## src/rtl/serial_pkg.sv

```systemverilog
// Shared definitions for the odd-parity serial link (transmitter and receiver).
//   tx_state_e  : 4-bit FSM state encodings for the transmitter
//   FRAME_BITS  : START + 8 data + PARITY + STOP
//   DATA_BITS   : payload width of one frame
//   odd_parity(): parity bit that makes data+parity carry an odd number of ones
package serial_pkg;

    typedef enum logic [3:0] {
        ST_IDLE   = 4'd0,
        ST_START  = 4'd1,
        ST_DATA   = 4'd2,
        ST_PARITY = 4'd3,
        ST_STOP   = 4'd4
    } tx_state_e;

    localparam int FRAME_BITS = 11;
    localparam int DATA_BITS  = 8;

    function automatic logic odd_parity(input logic [DATA_BITS-1:0] b);
        return ~^b;
    endfunction

endpackage

```

## src/rtl/tx_fifo.sv

```systemverilog
// Byte FIFO in front of the serial transmitter.
//   clk, rst_n      : clock, asynchronous active-low reset (empties the FIFO)
//   push_i / din_i  : write one entry (ignored while full)
//   pop_i / dout_o  : dout_o shows the head entry (first-word fall-through);
//                     pop_i retires it (ignored while empty)
//   full_o, empty_o : occupancy flags
//   count_o         : occupancy, 0..DEPTH
// Push and pop on the same edge leave the count unchanged.
module tx_fifo
    import serial_pkg::*;
#(
    parameter int DEPTH = 4,
    parameter int W     = DATA_BITS
) (
    input  logic                       clk,
    input  logic                       rst_n,
    input  logic                       push_i,
    input  logic [W-1:0]               din_i,
    input  logic                       pop_i,
    output logic [W-1:0]               dout_o,
    output logic                       full_o,
    output logic                       empty_o,
    output logic [$clog2(DEPTH):0]     count_o
);

    localparam int AW = $clog2(DEPTH);
    localparam logic [AW:0]   CNT_ONE  = (AW+1)'(1);
    localparam logic [AW:0]   CNT_FULL = (AW+1)'(DEPTH);
    localparam logic [AW-1:0] PTR_ONE  = AW'(1);

    logic [W-1:0]  mem_q [DEPTH];
    logic [AW-1:0] wr_ptr_q, rd_ptr_q;
    logic [AW:0]   count_q, count_d;
    logic          push_ok, pop_ok;

    assign full_o  = (count_q == CNT_FULL);
    assign empty_o = (count_q == '0);
    assign count_o = count_q;
    assign dout_o  = mem_q[rd_ptr_q];

    assign push_ok = push_i && !full_o;
    assign pop_ok  = pop_i  && !empty_o;

    always_comb begin
        count_d = count_q;
        case ({push_ok, pop_ok})
            2'b10:   count_d = count_q + CNT_ONE;
            2'b01:   count_d = count_q - CNT_ONE;
            default: count_d = count_q;
        endcase
    end

    // Pointers wrap naturally since DEPTH is a power of two.
    always_ff @(posedge clk or negedge rst_n) begin
        if (!rst_n) begin
            wr_ptr_q <= '0;
            rd_ptr_q <= '0;
            count_q  <= '0;
        end else begin
            if (push_ok) wr_ptr_q <= wr_ptr_q + PTR_ONE;
            if (pop_ok)  rd_ptr_q <= rd_ptr_q + PTR_ONE;
            count_q <= count_d;
        end
    end

    // Storage needs no reset: entries are only visible through count_q.
    always_ff @(posedge clk) begin
        if (push_ok) mem_q[wr_ptr_q] <= din_i;
    end

endmodule

```

## src/rtl/serial_transmitter_parity.sv

```systemverilog
// Serial transmitter with odd parity and an input byte FIFO.
//   clk, rst          : clock, asynchronous active-low reset
//   in_valid, in_byte : upstream byte; accepted when in_valid && in_ready
//   in_ready          : FIFO not full
//   err_inj           : sampled when a byte is popped; inverts that frame's parity
//   o_data            : registered serial line, idle high
//   busy              : FSM outside IDLE
//   frame_done        : one-cycle pulse while STOP is on the line
//   fifo_count        : FIFO occupancy
// Frame: START(0), D0..D7 LSB first, PARITY, STOP(1); one bit per clock.
module serial_transmitter_parity
    import serial_pkg::*;
#(
    parameter int FIFO_DEPTH = 4
) (
    input  logic                          clk,
    input  logic                          rst,
    input  logic                          in_valid,
    input  logic [DATA_BITS-1:0]          in_byte,
    output logic                          in_ready,
    input  logic                          err_inj,
    output logic                          o_data,
    output logic                          busy,
    output logic                          frame_done,
    output logic [$clog2(FIFO_DEPTH):0]   fifo_count
);

    localparam int CW = $clog2(FIFO_DEPTH) + 1;

    tx_state_e            state_q;
    logic [2:0]           bit_cnt_q;
    logic [2:0]           bit_nxt;
    logic [DATA_BITS-1:0] data_q;
    logic                 par_q;
    logic                 o_data_q;
    logic                 busy_q;
    logic                 frame_done_q;

    logic [DATA_BITS-1:0] fifo_dout;
    logic                 fifo_full;
    logic                 fifo_empty;
    logic [CW-1:0]        fifo_cnt;
    logic                 push;
    logic                 load;

    assign in_ready   = !fifo_full;
    assign push       = in_valid && in_ready;
    // A new frame starts from IDLE, or straight out of STOP so back-to-back
    // frames have no idle gap.
    assign load       = ((state_q == ST_IDLE) || (state_q == ST_STOP)) && !fifo_empty;
    assign bit_nxt    = bit_cnt_q + 3'd1;

    assign o_data     = o_data_q;
    assign busy       = busy_q;
    assign frame_done = frame_done_q;
    assign fifo_count = fifo_cnt;

    tx_fifo #(
        .DEPTH (FIFO_DEPTH),
        .W     (DATA_BITS)
    ) u_fifo (
        .clk     (clk),
        .rst_n   (rst),
        .push_i  (push),
        .din_i   (in_byte),
        .pop_i   (load),
        .dout_o  (fifo_dout),
        .full_o  (fifo_full),
        .empty_o (fifo_empty),
        .count_o (fifo_cnt)
    );

    // Outputs are registered alongside the state: each branch drives the
    // line value that belongs to the state being entered.
    always_ff @(posedge clk or negedge rst) begin
        if (!rst) begin
            state_q      <= ST_IDLE;
            bit_cnt_q    <= '0;
            data_q       <= '0;
            par_q        <= 1'b0;
            o_data_q     <= 1'b1;
            busy_q       <= 1'b0;
            frame_done_q <= 1'b0;
        end else begin
            frame_done_q <= 1'b0;
            if (load) begin
                // Byte and err_inj are captured here, so later changes on
                // the inputs cannot disturb the frame in flight.
                state_q   <= ST_START;
                data_q    <= fifo_dout;
                par_q     <= odd_parity(fifo_dout) ^ err_inj;
                bit_cnt_q <= '0;
                o_data_q  <= 1'b0;
                busy_q    <= 1'b1;
            end else begin
                unique case (state_q)
                    ST_IDLE: begin
                        o_data_q <= 1'b1;
                        busy_q   <= 1'b0;
                    end
                    ST_START: begin
                        state_q   <= ST_DATA;
                        bit_cnt_q <= '0;
                        o_data_q  <= data_q[0];
                    end
                    ST_DATA: begin
                        if (bit_cnt_q == 3'd7) begin
                            state_q   <= ST_PARITY;
                            bit_cnt_q <= '0;
                            o_data_q  <= par_q;
                        end else begin
                            bit_cnt_q <= bit_nxt;
                            o_data_q  <= data_q[bit_nxt];
                        end
                    end
                    ST_PARITY: begin
                        state_q      <= ST_STOP;
                        o_data_q     <= 1'b1;
                        frame_done_q <= 1'b1;
                    end
                    ST_STOP: begin
                        state_q  <= ST_IDLE;
                        o_data_q <= 1'b1;
                        busy_q   <= 1'b0;
                    end
                    default: begin
                        state_q   <= ST_IDLE;
                        bit_cnt_q <= '0;
                        o_data_q  <= 1'b1;
                        busy_q    <= 1'b0;
                    end
                endcase
            end
        end
    end

endmodule

```

## config.mk

```make
export PLATFORM = sky130hd
export DESIGN_NAME = serial_transmitter_parity
export DESIGN_NICKNAME = d
export VERILOG_FILES = /design/src/rtl/serial_pkg.sv /design/src/rtl/tx_fifo.sv /design/src/rtl/serial_transmitter_parity.sv
export SDC_FILE = /design/constraint.sdc
export NUM_CORES = 1
export LEC_CHECK = 0
export ABC_AREA = 1
export CAP_MARGIN = 10
export CORE_MARGIN = 10
export CORE_UTILIZATION = 58
export DETAILED_ROUTE_END_ITERATION = 10
export GPL_TIMING_DRIVEN = 1
export PLACE_DENSITY = 0.79
export REMOVE_ABC_BUFFERS = 1
export SLEW_MARGIN = 20
export SYNTH_ARGS = -nofsm -noshare
export SYNTH_HDL_FRONTEND = slang
export SYNTH_HIERARCHICAL = 1
export SYNTH_SLANG_ARGS = --single-unit
```

## constraint.sdc

```tcl
create_clock -name clk -period 2.09 [get_ports clk]
set_input_delay 0.5225 -clock clk [delete_from_list [all_inputs] [get_ports clk]]
set_output_delay 0.5225 -clock clk [all_outputs]
set_load 0.005 [all_outputs]
```

Word-level counts from Yosys, hierarchy flattened
Memories as Yosys holds them, arrays and structs flattened.
Index checks and enable logic that the tools add are counted.
{"block": "totals", "mem_bits_rw": 32, "n_memories": 1, "in_bits": 12, "elab_cells": 62, "regBits": 26}
{"block": "classes", "muxes": 18, "magnitude_cmp": 1, "add_sub_neg": 5, "n_bitwise": 1, "n_eq_ne": 12, "n_reduce_logical": 14}
{"memory": "u_fifo.mem_q", "depth": 4, "word_bits": 8, "read_ports": 1, "rd_clocked_by_memory_dff": 0, "wr": 1, "line": "tx_fifo.sv:31", "text": "logic [W-1:0] mem_q [DEPTH];"}
{"operator": "4-bit one-hot mux with 4 select lines", "n": 1}
{"operator": "3-bit one-hot mux with 2 select lines", "n": 2}
{"operator": "1-bit 2-to-1 mux", "n": 9}
{"operator": "4-bit by 2-bit == test with 1-bit output (second input constant)", "n": 2}
{"operator": "4-bit 2-to-1 mux", "n": 2}
{"operator": "8-bit XNOR reduction", "n": 1}
{"operator": "3-bit by 1-bit adder with 3-bit output (second input constant)", "n": 2}
{"operator": "3-bit == test (second input constant)", "n": 2}
{"operator": "3-bit 2-to-1 mux", "n": 2}
{"operator": "2-bit by 1-bit != test with 1-bit output (second input constant)", "n": 3}
{"operator": "3-bit OR reduction", "n": 2}
{"operator": "2-bit by 1-bit adder with 2-bit output (second input constant)", "n": 2}
{"operator": "4-bit by 1-bit == test with 1-bit output (second input constant)", "n": 1}
{"operator": "4-bit by 3-bit == test with 1-bit output (second input constant)", "n": 1}
{"operator": "1-bit logical AND", "n": 4}
{"operator": "4-bit logical NOT", "n": 1}
{"operator": "3-bit by 4-bit less-than comparator with 1-bit output (second input constant)", "n": 1}
{"operator": "1-bit binary-select mux with 3-bit select", "n": 1}
{"operator": "3-bit logical NOT", "n": 1}
{"operator": "3-bit by 2-bit != test with 1-bit output (second input constant)", "n": 1}
{"operator": "3-bit by 1-bit subtractor with 3-bit output (second input constant)", "n": 1}
{"operator": "2-bit by 1-bit == test with 1-bit output (second input constant)", "n": 1}
{"operator": "2-bit == test (second input constant)", "n": 1}
{"operator": "1-bit logical NOT", "n": 2}
{"operator": "other kinds (5)", "n": 5}

Longest topological paths before layout
Gate-level depths: netlist (run 1).
{"block": "logic_depth", "ltp_word": 6, "depth_mapped": 15}

Hierarchy
The synthesis (run 1) kept the hierarchy.
{"module": "tx_fifo", "cells_each": 154, "seq_area_each_um2": 1136.1, "area_each_um2": 1751.7, "instances": 1}
{"module": "serial_transmitter_parity", "cells_each": 125, "seq_area_each_um2": 451.7, "area_each_um2": 965.9, "instances": 1}

Worst setup path after synthesis (run 1)
OpenSTA, ideal clock, no wires.
{"block": "synth_timing", "path_type": "reg-to-reg", "start": "register u_fifo.count_q[0] (netlist: u_fifo/count_o[0])", "end": "register u_fifo.count_q[2] (netlist: u_fifo/count_o[2])", "n_path_buf": 0, "setup_slack_ps": 164, "required_time_ps": 1973, "path_stages_with_launch": 14, "t_arrival_ps": 1809, "cell_sequence": "dfrtp_1 inv_1 nand3_2 inv_1 nor2_8 nand2_1 inv_1 ha_1 inv_1 fa_1 nand2_1 nand3_1 nand2_1 nand2_1"}
{"block": "synth_via", "elab_chain_cells": 6, "elab_cells_between_ends": 14}
{"item": "start: declaration", "line": "tx_fifo.sv:33", "text": "logic [AW:0] count_q, count_d;"}
{"item": "start signal: assignment", "line": "tx_fifo.sv:62", "text": "count_q <= count_d;"}
{"item": "3-bit logical NOT *", "line": "tx_fifo.sv:37", "text": "assign empty_o = (count_q == '0);"}
{"item": "net fifo_empty", "line": "serial_transmitter_parity.sv:41", "text": "logic fifo_empty;"}
{"item": "1-bit logical NOT *", "line": "serial_transmitter_parity.sv:50", "text": "assign load = ((state_q == ST_IDLE) || (state_q == ST_STOP)) && !fifo_empty;"}
{"item": "1-bit logical AND *", "line": "serial_transmitter_parity.sv:50"}
{"item": "net load", "line": "serial_transmitter_parity.sv:44", "text": "logic load;"}
{"item": "1-bit logical AND *", "line": "tx_fifo.sv:42", "text": "assign pop_ok = pop_i && !empty_o;"}
{"item": "net u_fifo.pop_ok", "line": "tx_fifo.sv:34", "text": "logic push_ok, pop_ok;"}
{"item": "2-bit by 1-bit == test with 1-bit output or 2-bit == test (tied branches)", "line": "tx_fifo.sv:46", "text": "case ({push_ok, pop_ok})"}
{"item": "3-bit one-hot mux with 2 select lines or 2-bit nonzero test (tied branches)"}
The timed path passes the listed nets; every way through them passes the cells marked *.
A chain may end at the register's enable or synchronous reset.

Worst setup path after layout (run 1)
{"block": "layout_timing", "start": "register u_fifo.count_q[2] (netlist: u_fifo/count_o[2])", "end": "register u_fifo.count_q[2] (netlist: u_fifo/count_o[2])"}
Same word-level chain as after synthesis.

==> impl_metrics.tcl, run 1 <==
set metrics [dict create \
    status "finished, final reports clean" \
    grt_most_used_layer "met2" \
    p_total_mw 5.04 \
    yosys_warnings 6 \
    ir_drop_uv 777 \
    clock_sinks 57 \
    slowest_delay_ns 0.41 \
    cp.arrival_ns 2.11 \
    grtUsageTotal_pct 13.1 \
    post-route-period-util_pct 90.5 \
    cts_tree "built" \
    diodes 0 \
    clkLatencyLatePin_ns 0.32 \
    drv_slew 0 \
    fillers 326 \
    start_kind "flip-flop" \
    via_per_inst 4.95 \
    num_rows 24 \
    synthDistinctLibCells 27 \
    syn_area_per_cell_um2 9.74 \
    path_class "flip-flop to flip-flop" \
    grt_max_degree 33 \
    whs_ns 0.475 \
    regArea_um2 1590 \
    vias 1848 \
    grt_pass1_vias 1804 \
    grtUsageMet1_pct 15.0 \
    crit_chain "inv_1 > nand3_2 > inv_1 > nor2_8 > nand2_1 > inv_1 > ha_1 > inv_1 > fa_1 > nand2_1 > nand3_1 > nand2_1 > nand2_1" \
    dieHeight_um 88.5 \
    dr.pass1.iters 4 \
    worst_pin_slew_ns 0.435 \
    instances_no_fill 373 \
    core_area_um2 4440 \
    ios 19 \
    wl_per_cell_um 12.1 \
    cp_slowest_cell "dfrtp_2" \
    min_path_type "flip-flop to flip-flop" \
    cp_max_fo 4 \
    nets 336 \
    start_util_pct 61.1 \
    synth_cells 279 \
    die_w_um 88.5 \
    port_buffers 18 \
    rsz0062_at_grt "no" \
    critPathCaptureType "flip-flop" \
    clk_pin_slew_ns 0.07 \
    cts-root-buf "clkbuf_8" \
    use_met3_pct 5.97 \
    finalHoldViolCount 0 \
    die_area_um2 7820 \
    multi_input_area_um2 881 \
    period_needed_ns 1.89 \
    grt_pass1_wl_um 7910 \
    cp.required_ns 2.31 \
    fin_setup_tns_ns 0 \
    ant_nets 0 \
    powerDensity_nw_per_um2 1570 \
    dp.cells 353 \
    drive_above_1_share_pct 14.0 \
    dp_hpwl_um 3260 \
    overflow 0 \
    wl_um 4530 \
    synth_seq_cells 57 \
    synthesis.area_um2 2720 \
    drc_errors 0 \
    max-cap-violations 0 \
    fmax_mhz 529 \
    cts_buffer_depth 2 \
    synth-seq-area-share_pct 58.4 \
    max_slew_margin_pct 71.0 \
    antenna_found_initial 0 \
    cts_made_buffers 9 \
    cellLeakagePower_nw 1.53 \
    place.gp.congestion 0.875 \
    htree_levels 3 \
    dr.first_iter.drc_count 96 \
    setup_violations 0 \
    met2_usage_pct 21.0 \
    area_growth_pct 18.2 \
    clock-skew-final_ns 0.00469 \
]
-- cell type report --
| type | instances | share of cell area [%] |
|---|---|---|
| clock buffers | 9 | 3.86 |
| multi-input cells | 164 | 27.4 |
| clock inverters | 7 | 2.22 |
| well taps | 52 | 2.03 |
| flip-flops and latches | 57 | 49.5 |
| repair buffers | 31 | 8.73 |
| inverters | 53 | 6.27 |
-- layer usage --
layer	vias up	share of wire (%)
li1	964	-
met1	848	46
met2	32	49
met3	4	3.7
met4	0	0.75
met5	-	0
-- synth_stat cells --
cell type	count	area (um^2)
nand2_1	90	338
inv_1	49	184
edfxtp_1	32	961
dfrtp_1	24	601
nand3_1	18	90.1
o211ai_1	16	120
nor2_1	9	33.8
ha_1	7	87.6
o21ai_0	6	30.0
buf_6	3	33.8
inv_2	3	11.3
xnor2_1	3	26.3
xor2_1	3	26.3
a21oi_1	2	10.0
nand3_2	2	20.0
a21oi_2	1	8.76
buf_4	1	7.51
clkbuf_8	1	13.8
dfstp_2	1	26.3
fa_1	1	20.0
inv_4	1	6.26
nand2_4	1	11.3
nand4_1	1	6.26
nor2_2	1	6.26
nor2_8	1	20.0
nor3_2	1	10.0
o21ai_2	1	8.76
-- what timing repair did --
action | 4_1_cts | 5_1_grt
hold buffers | 0 | 0
setup endpoints to repair | 1 | 3
pin swaps | 1 | 2
gates resized for setup | 4 | 2
setup buffers | 1 | 3
-- logic make-up (layout without fill, tap and decap cells) --
| group | after synthesis | count (layout) | share of synthesized area (%) |
|---|---|---|---|
| simple gates | 124 | 124 | 19.7 |
| buf+inv | 58 | 100 | 9.44 |
| flops | 57 | 57 | 58.4 |
| compound gates | 26 | 26 | 6.54 |
| fa+ha+maj | 8 | 8 | 3.96 |
| xor+xnor | 6 | 6 | 1.93 |
-- where the power goes --
part           total, mW  internal (mW)  switching (mW)
logic               2.25          0.914            1.34
registers           1.80           1.58           0.229
clock network      0.985          0.547           0.439
total               5.04           3.04            2.01
-- registers in the layout, indices dropped and copies added (netlist names) --
| signal | cells |
|---|---|
| u_fifo/mem_q | 32 |
| data_q | 8 |
| u_fifo/count_o | 3 |
| bit_cnt_q | 3 |
| u_fifo/rd_ptr_q | 2 |
| u_fifo/wr_ptr_q | 2 |
| frame_done | 1 |
| busy | 1 |
| o_data | 1 |
| par_q | 1 |
| state_q | 3 |
-- worst paths after layout --
kind                       depth (start not counted)  slack, ns                end         startpoint
setup reg to reg                                  13       0.20  u_fifo/count_o[2]  u_fifo/count_o[2]
hold reg to reg                                    2       0.47          data_q[2]          data_q[2]
hold / removal                                     2       0.47          data_q[2]          data_q[2]
max in group asynchronous                          2       1.24             o_data                rst
min in group asynchronous                          2       0.56         frame_done                rst
setup / recovery                                  13       0.20  u_fifo/count_o[2]  u_fifo/count_o[2]
-- cells in the final DEF, fill, tap and decap left out, drive strengths merged, types with 2 or more instances in the layout --
cell type | Yosys | final
a21oi | 3 | 3
ha | 7 | 7
xor2 | 3 | 3
o21ai | 7 | 7
clkinvlp | 0 | 2
clkinv | 0 | 4
inv | 53 | 53
nand3 | 20 | 20
nand2 | 91 | 91
xnor2 | 3 | 3
dfrtp | 24 | 24
nor2 | 11 | 11
edfxtp | 32 | 32
o211ai | 16 | 16
buf | 4 | 13
clkdlybuf4s50 | 0 | 17
clkbuf | 1 | 9
-- metrics by stage --
step           area (um^2)  util, %  worst slack (ns)
2_1_floorplan         2660        -             0.164
3_3_place_gp          2980     66.9           -0.0831
3_5_place_dp          2980     66.9            -0.160
4_1_cts               3190     71.7           0.00845
5_1_grt               3210     72.3            0.0126
6_report              3210     72.3             0.199
-- critical path, delay by kind of cell, from the launching register on --
kind	cells	cell delay [ns]
adder cells (fa/ha/maj)	2	0.53
AND/OR/NAND/NOR	7	0.54
flip-flops	1	0.41
buffers and inverters	4	0.30
Note: power is estimated with default switching activity, not from simulation.
==> run 2: changes to the inputs <==
--- a/config.mk
+++ b/config.mk
@@ -8,11 +8,12 @@
 export ABC_AREA = 1
 export CAP_MARGIN = 10
 export CORE_MARGIN = 10
-export CORE_UTILIZATION = 58
+export CORE_UTILIZATION = 55
 export DETAILED_ROUTE_END_ITERATION = 10
 export GPL_TIMING_DRIVEN = 1
-export PLACE_DENSITY = 0.79
+export PLACE_DENSITY = 0.75
 export REMOVE_ABC_BUFFERS = 1
+export SETUP_SLACK_MARGIN = 0.05
 export SLEW_MARGIN = 20
 export SYNTH_ARGS = -nofsm -noshare
 export SYNTH_HDL_FRONTEND = slang
==> impl_metrics.tcl, run 2 (same netlist as run 1, synthesis figures left out) <==
set metrics [dict create \
    drv_slew 0 \
    worst_pin_slew_ns 0.313 \
    dpl_cell_area_um2 3010 \
    via_per_inst 4.86 \
    core_area_um2 4750 \
    powerDensity_nw_per_um2 1610 \
    start_kind "flip-flop" \
    drc_errors 0 \
    num_rows 25 \
    cp_max_fo 4 \
    drive_above_1_share_pct 14.3 \
    port_buffers 18 \
    htree_levels 3 \
    post-route-period-util_pct 93.1 \
    diodes 0 \
    cellLeakagePower_nw 1.54 \
    r2r_start "u_fifo/count_o[2]" \
    ios 19 \
    instances_no_fill 389 \
    cts-root-buf "clkbuf_8" \
    grt_max_degree 34 \
    cp.required_ns 1.57 \
    nets 337 \
    top_regs "u_fifo/mem_q (32), data_q (8)" \
    ant_nets 0 \
    cts_made_buffers 9 \
    wl_per_cell_um 12.4 \
    path_class "flip-flop to output port" \
    largest-register "u_fifo/mem_q" \
    dp_hpwl_um 3380 \
    dp.cells 369 \
    ff2ff_path_depth 9 \
    dr.pass1.iters 4 \
    period_needed_ns 1.94 \
    grtUsageTotal_pct 12.8 \
    clkLatencyLatePin_ns 0.34 \
    largest_register_ffs 32 \
    grt_pass1_vias 1911 \
    min_path_type "flip-flop to flip-flop" \
    whs_endpoint "data_q[2]" \
    start_util_pct 57.2 \
    max-cap-violations 0 \
    final_common_cell "nand2_1" \
    cts_buffer_depth 2 \
    cts_tree "built" \
    cp.arrival_ns 1.42 \
    max_slew_margin_pct 79.1 \
    clock-skew-final_ns 0.00763 \
    grt_pass1_wl_um 8400 \
    critPathCaptureType "output port" \
    antenna_found_initial 0 \
    clock_sinks 57 \
    hold_path_depth 2 \
    rsz0062_at_grt "no" \
    die_w_um 90.3 \
    worstReg2RegEnd "u_fifo/count_o[1]" \
    vias 1891 \
    dr.first_iter.drc_count 64 \
    clk_pin_slew_ns 0.06 \
    r2r_slack_ns 0.16 \
    setup_violations 0 \
    status "finished, final reports clean" \
    fin_area_um2 3270 \
    die_area_um2 8150 \
    finalHoldViolCount 0 \
    mostFrequentLayoutCells "90 x nand2_1, 46 x inv_1, 32 x edfxtp_1, 23 x dfrtp_1, 18 x nand3_1" \
    overflow 0 \
    area_growth_pct 20.4 \
    place.gp.congestion 0.865 \
    dieHeight_um 90.3 \
    hold_buffers 0 \
    fmax_mhz 514 \
    holdCritStartpoint "data_q[2]" \
    wl_um 4840 \
    ir_drop_uv 686 \
]
## run 2: worst max-delay path, stage by stage (launching register included)
cell	delay, ns
dfrtp_1	0.42
inv_2	0.13
nand3_4	0.11
inv_1	0.13
inv_1	0.05
dlygate4sd2_1	0.25
## run 2: how the worst max path moves through the flow
stage	slack [ns]	end	from
after floorplan	0.16	u_fifo/count_o[2]	u_fifo/count_o[0]
after global placement	-0.09	u_fifo/count_o[1]	in_valid
after detailed placement	-0.18	u_fifo/count_o[1]	in_valid
after CTS	0.11	u_fifo/count_o[1]	u_fifo/count_o[2]
after global routing	0.05	u_fifo/count_o[1]	u_fifo/count_o[1]
final	0.15	in_ready	u_fifo/count_o[1]
## run 2: metrics by stage
step	worst slack, ns	power [mW]	util, %	hold slack, ns	TNS (ns)
detailed placement	-0.179	4.09	63.4	0.463	-0.297
global placement	-0.0892	3.97	63.4	0.457	-0.0976
finish	0.145	5.27	68.8	0.473	0
floorplan	0.164	3.37	-	0.227	0
global route	0.0525	5.77	68.8	0.495	0
CTS	0.111	5.24	68.1	0.477	0
## run 2: report_power, final
group          leakage, nW  internal (mW)  switching, mW
combinational        0.840          0.972           1.42
sequential           0.601           1.58          0.216
clock                0.101          0.669          0.412
total                 1.54           3.22           2.05
## run 2: routing by layer
metal	routed length, um	track usage [%]	vias up
met4	81	5.17	0
met3	206	5.07	10
met1	2030	13.0	884
li1	-	-	968
met5	0	0	-
met2	2520	22.8	29
## run 2: final cells by class
cell class,instances,area [um^2]
clock buffer,11,131
clock inverter,5,80.1
fill,389,1480
inverter,53,201
multi-input combinational,164,891
sequential,57,1590
tap,67,83.8
timing repair buffer,32,297
## run 2: what timing repair did
item / CTS / global route
buffers inserted: 1 / 3
pin swaps: 1 / 1
setup endpoints to repair: 2 / 3
resized for setup: 4 / 5
==> run 3: changes to the inputs <==
--- a/config.mk
+++ b/config.mk
@@ -17,5 +17,4 @@
 export SLEW_MARGIN = 20
 export SYNTH_ARGS = -nofsm -noshare
 export SYNTH_HDL_FRONTEND = slang
-export SYNTH_HIERARCHICAL = 1
 export SYNTH_SLANG_ARGS = --single-unit
==> impl_metrics.tcl, run 3 <==
set metrics [dict create \
    ff2ff_path_depth 7 \
    place_ws_ns -0.125 \
    grt_pass1_vias 1793 \
    grt_max_degree 26 \
    mostFrequentLayoutCells "94 x nand2_1, 32 x edfxtp_1, 22 x dfrtp_1, 21 x inv_1, 19 x nand3_1" \
    nets 332 \
    largest-register "u_fifo.mem_q" \
    final_common_cell "nand2_1" \
    top_regs "u_fifo.mem_q (32), data_q (8)" \
    holdCritStartpoint "data_q[7]" \
    crit_chain "nor2_1 > nand2_1 > clkdlybuf4s50_1" \
    period_needed_ns 1.96 \
    cts_buffer_depth 2 \
    cts_tree "built" \
    wl_um 4910 \
    synth_area_leaders "edfxtp_1 36%, dfrtp_1 22%, nand2_1 13%" \
    crit_family "flip-flops" \
    p_total_mw 5.23 \
    syn_area_per_cell_um2 9.72 \
    max_slew_margin_pct 69.8 \
    fin_setup_tns_ns 0 \
    startpoint "u_fifo.count_o[0]" \
    max-cap-violations 0 \
    yosysTopAreaCellShare_pct 35.8 \
    clock-skew-final_ns 0.00413 \
    port_buffers 18 \
    synth_flop_cell "edfxtp_1" \
    clkLatencyLatePin_ns 0.33 \
    synthesis.area_um2 2680 \
    dieHeight_um 89.9 \
    critPathBufInv 1 \
    multi_input_area_um2 952 \
    synth_top_cell_by_area "edfxtp_1" \
    cp.arrival_ns 1.44 \
    clock_sinks 57 \
    synth-edff-count 32 \
    place.gp.congestion 0.791 \
    grtUsageTotal_pct 13.1 \
    largest_register_ffs 32 \
    dp_hpwl_um 3430 \
    regArea_um2 1590 \
    area_growth_pct 20.2 \
    overflow 0 \
    start_kind "flip-flop" \
    fmax_mhz 510 \
    wl_per_cell_um 12.8 \
    synth_cells 276 \
    status "finished, final reports clean" \
    yosysMostFrequentCell "nand2_1" \
    dr.pass1.iters 4 \
    ir_drop_uv 822 \
    num_rows 25 \
    synthDistinctLibCells 29 \
    cp_slowest_cell "dfrtp_2" \
    drv_slew 0 \
    cp.depth 3 \
    die_w_um 89.9 \
    hold_path_depth 2 \
    die_area_um2 8070 \
    setup_violations 0 \
    synth_seq_cells 57 \
    finalHoldViolCount 0 \
    drive_above_1_share_pct 16.4 \
    cellLeakagePower_nw 1.46 \
    yosys_warnings 0 \
    powerDensity_nw_per_um2 1620 \
    htree_levels 3 \
    cts-root-buf "clkbuf_8" \
    critPathCaptureType "output port" \
    post-route-period-util_pct 93.8 \
    dp.cells 365 \
    start_util_pct 56.8 \
    clk_pin_slew_ns 0.06 \
    vias 1848 \
    worst_pin_slew_ns 0.452 \
    utilization_pct 68.3 \
    dpl_cell_area_um2 2980 \
    async_flop_share_pct 43.9 \
    drc_errors 0 \
    synth-seq-area-share_pct 59.2 \
    rsz0062_at_grt "no" \
    via_per_inst 4.81 \
    r2r_start "u_fifo.count_o[2]" \
    whs_ns 0.479 \
    antenna_found_initial 0 \
    grt_pass1_wl_um 8470 \
    fillers 392 \
    slowest_delay_ns 0.47 \
    min_path_type "flip-flop to flip-flop" \
    core_area_um2 4720 \
    dr.first_iter.drc_count 93 \
    cp.required_ns 1.57 \
    path_class "flip-flop to output port" \
    instances_no_fill 384 \
    fin_area_um2 3230 \
    diodes 0 \
    cts_made_buffers 9 \
    ios 19 \
    ant_nets 0 \
    fin_ws_ns 0.130 \
    yosys-top-cells-count "94 x nand2_1, 32 x edfxtp_1, 24 x dfrtp_1" \
    cp_max_fo 5 \
]
-- run 3: worst reg2reg max path: cells and delay by family (launching register included) --
kind	cells	cell delay, ns
adder cells (fa/ha/maj)	2	0.61
AO/OA/AOI/OAI	2	0.24
flip-flops	1	0.45
XOR/XNOR	1	0.13
AND/OR/NAND/NOR	2	0.27
-- run 3: kinds of logic (layout without fill, tap and decap cells) --
logic type      count (synthesis)  count (layout)  share of synthesized area (%)
compound gates                 24              24                           4.99
xor+xnor                        5               5                           1.63
fa+ha+maj                       8               8                           4.01
buf+inv                        30              71                           5.78
flops                          57              57                           59.2
mux                             1               1                          0.420
simple gates                  151             151                           24.0
-- run 3: area by class of cell --
type	instances	area share [%]
clock buffer	10	3.96
clock inverter	6	2.56
inverter	23	2.83
multi-input combinational	189	29.5
sequential	57	49.3
tap	67	2.60
timing repair buffer	32	9.23
-- run 3: repair_timing --
item / in CTS / in global routing
hold buffers: 0 / 0
gates resized for setup: 0 / 5
endpoints found under the setup margin: 0 / 2
setup buffers: 0 / 3
-- run 3: layer usage --
layer / up-vias / GRT usage (%) / part of all wire (%)
met5: - / 0 / 0
met4: 0 / 8.49 / 1.6
met3: 6 / 3.74 / 3.8
met2: 40 / 21.8 / 51
met1: 828 / 14.3 / 44
li1: 974 / - / -
-- run 3: power breakdown --
group	switching (mW)	internal (mW)	total (mW)
registers	0.251	1.58	1.84
clock network	0.428	0.664	1.09
logic	1.34	0.966	2.30
-- run 3: final timing paths --
check                                     to  slack (ns)
max                                 in_ready        0.13
min                                data_q[7]        0.48
max reg2reg                u_fifo.count_o[2]        0.28
min reg2reg                        data_q[7]        0.48
max in group asynchronous             o_data        1.26
min in group asynchronous          data_q[4]        0.54
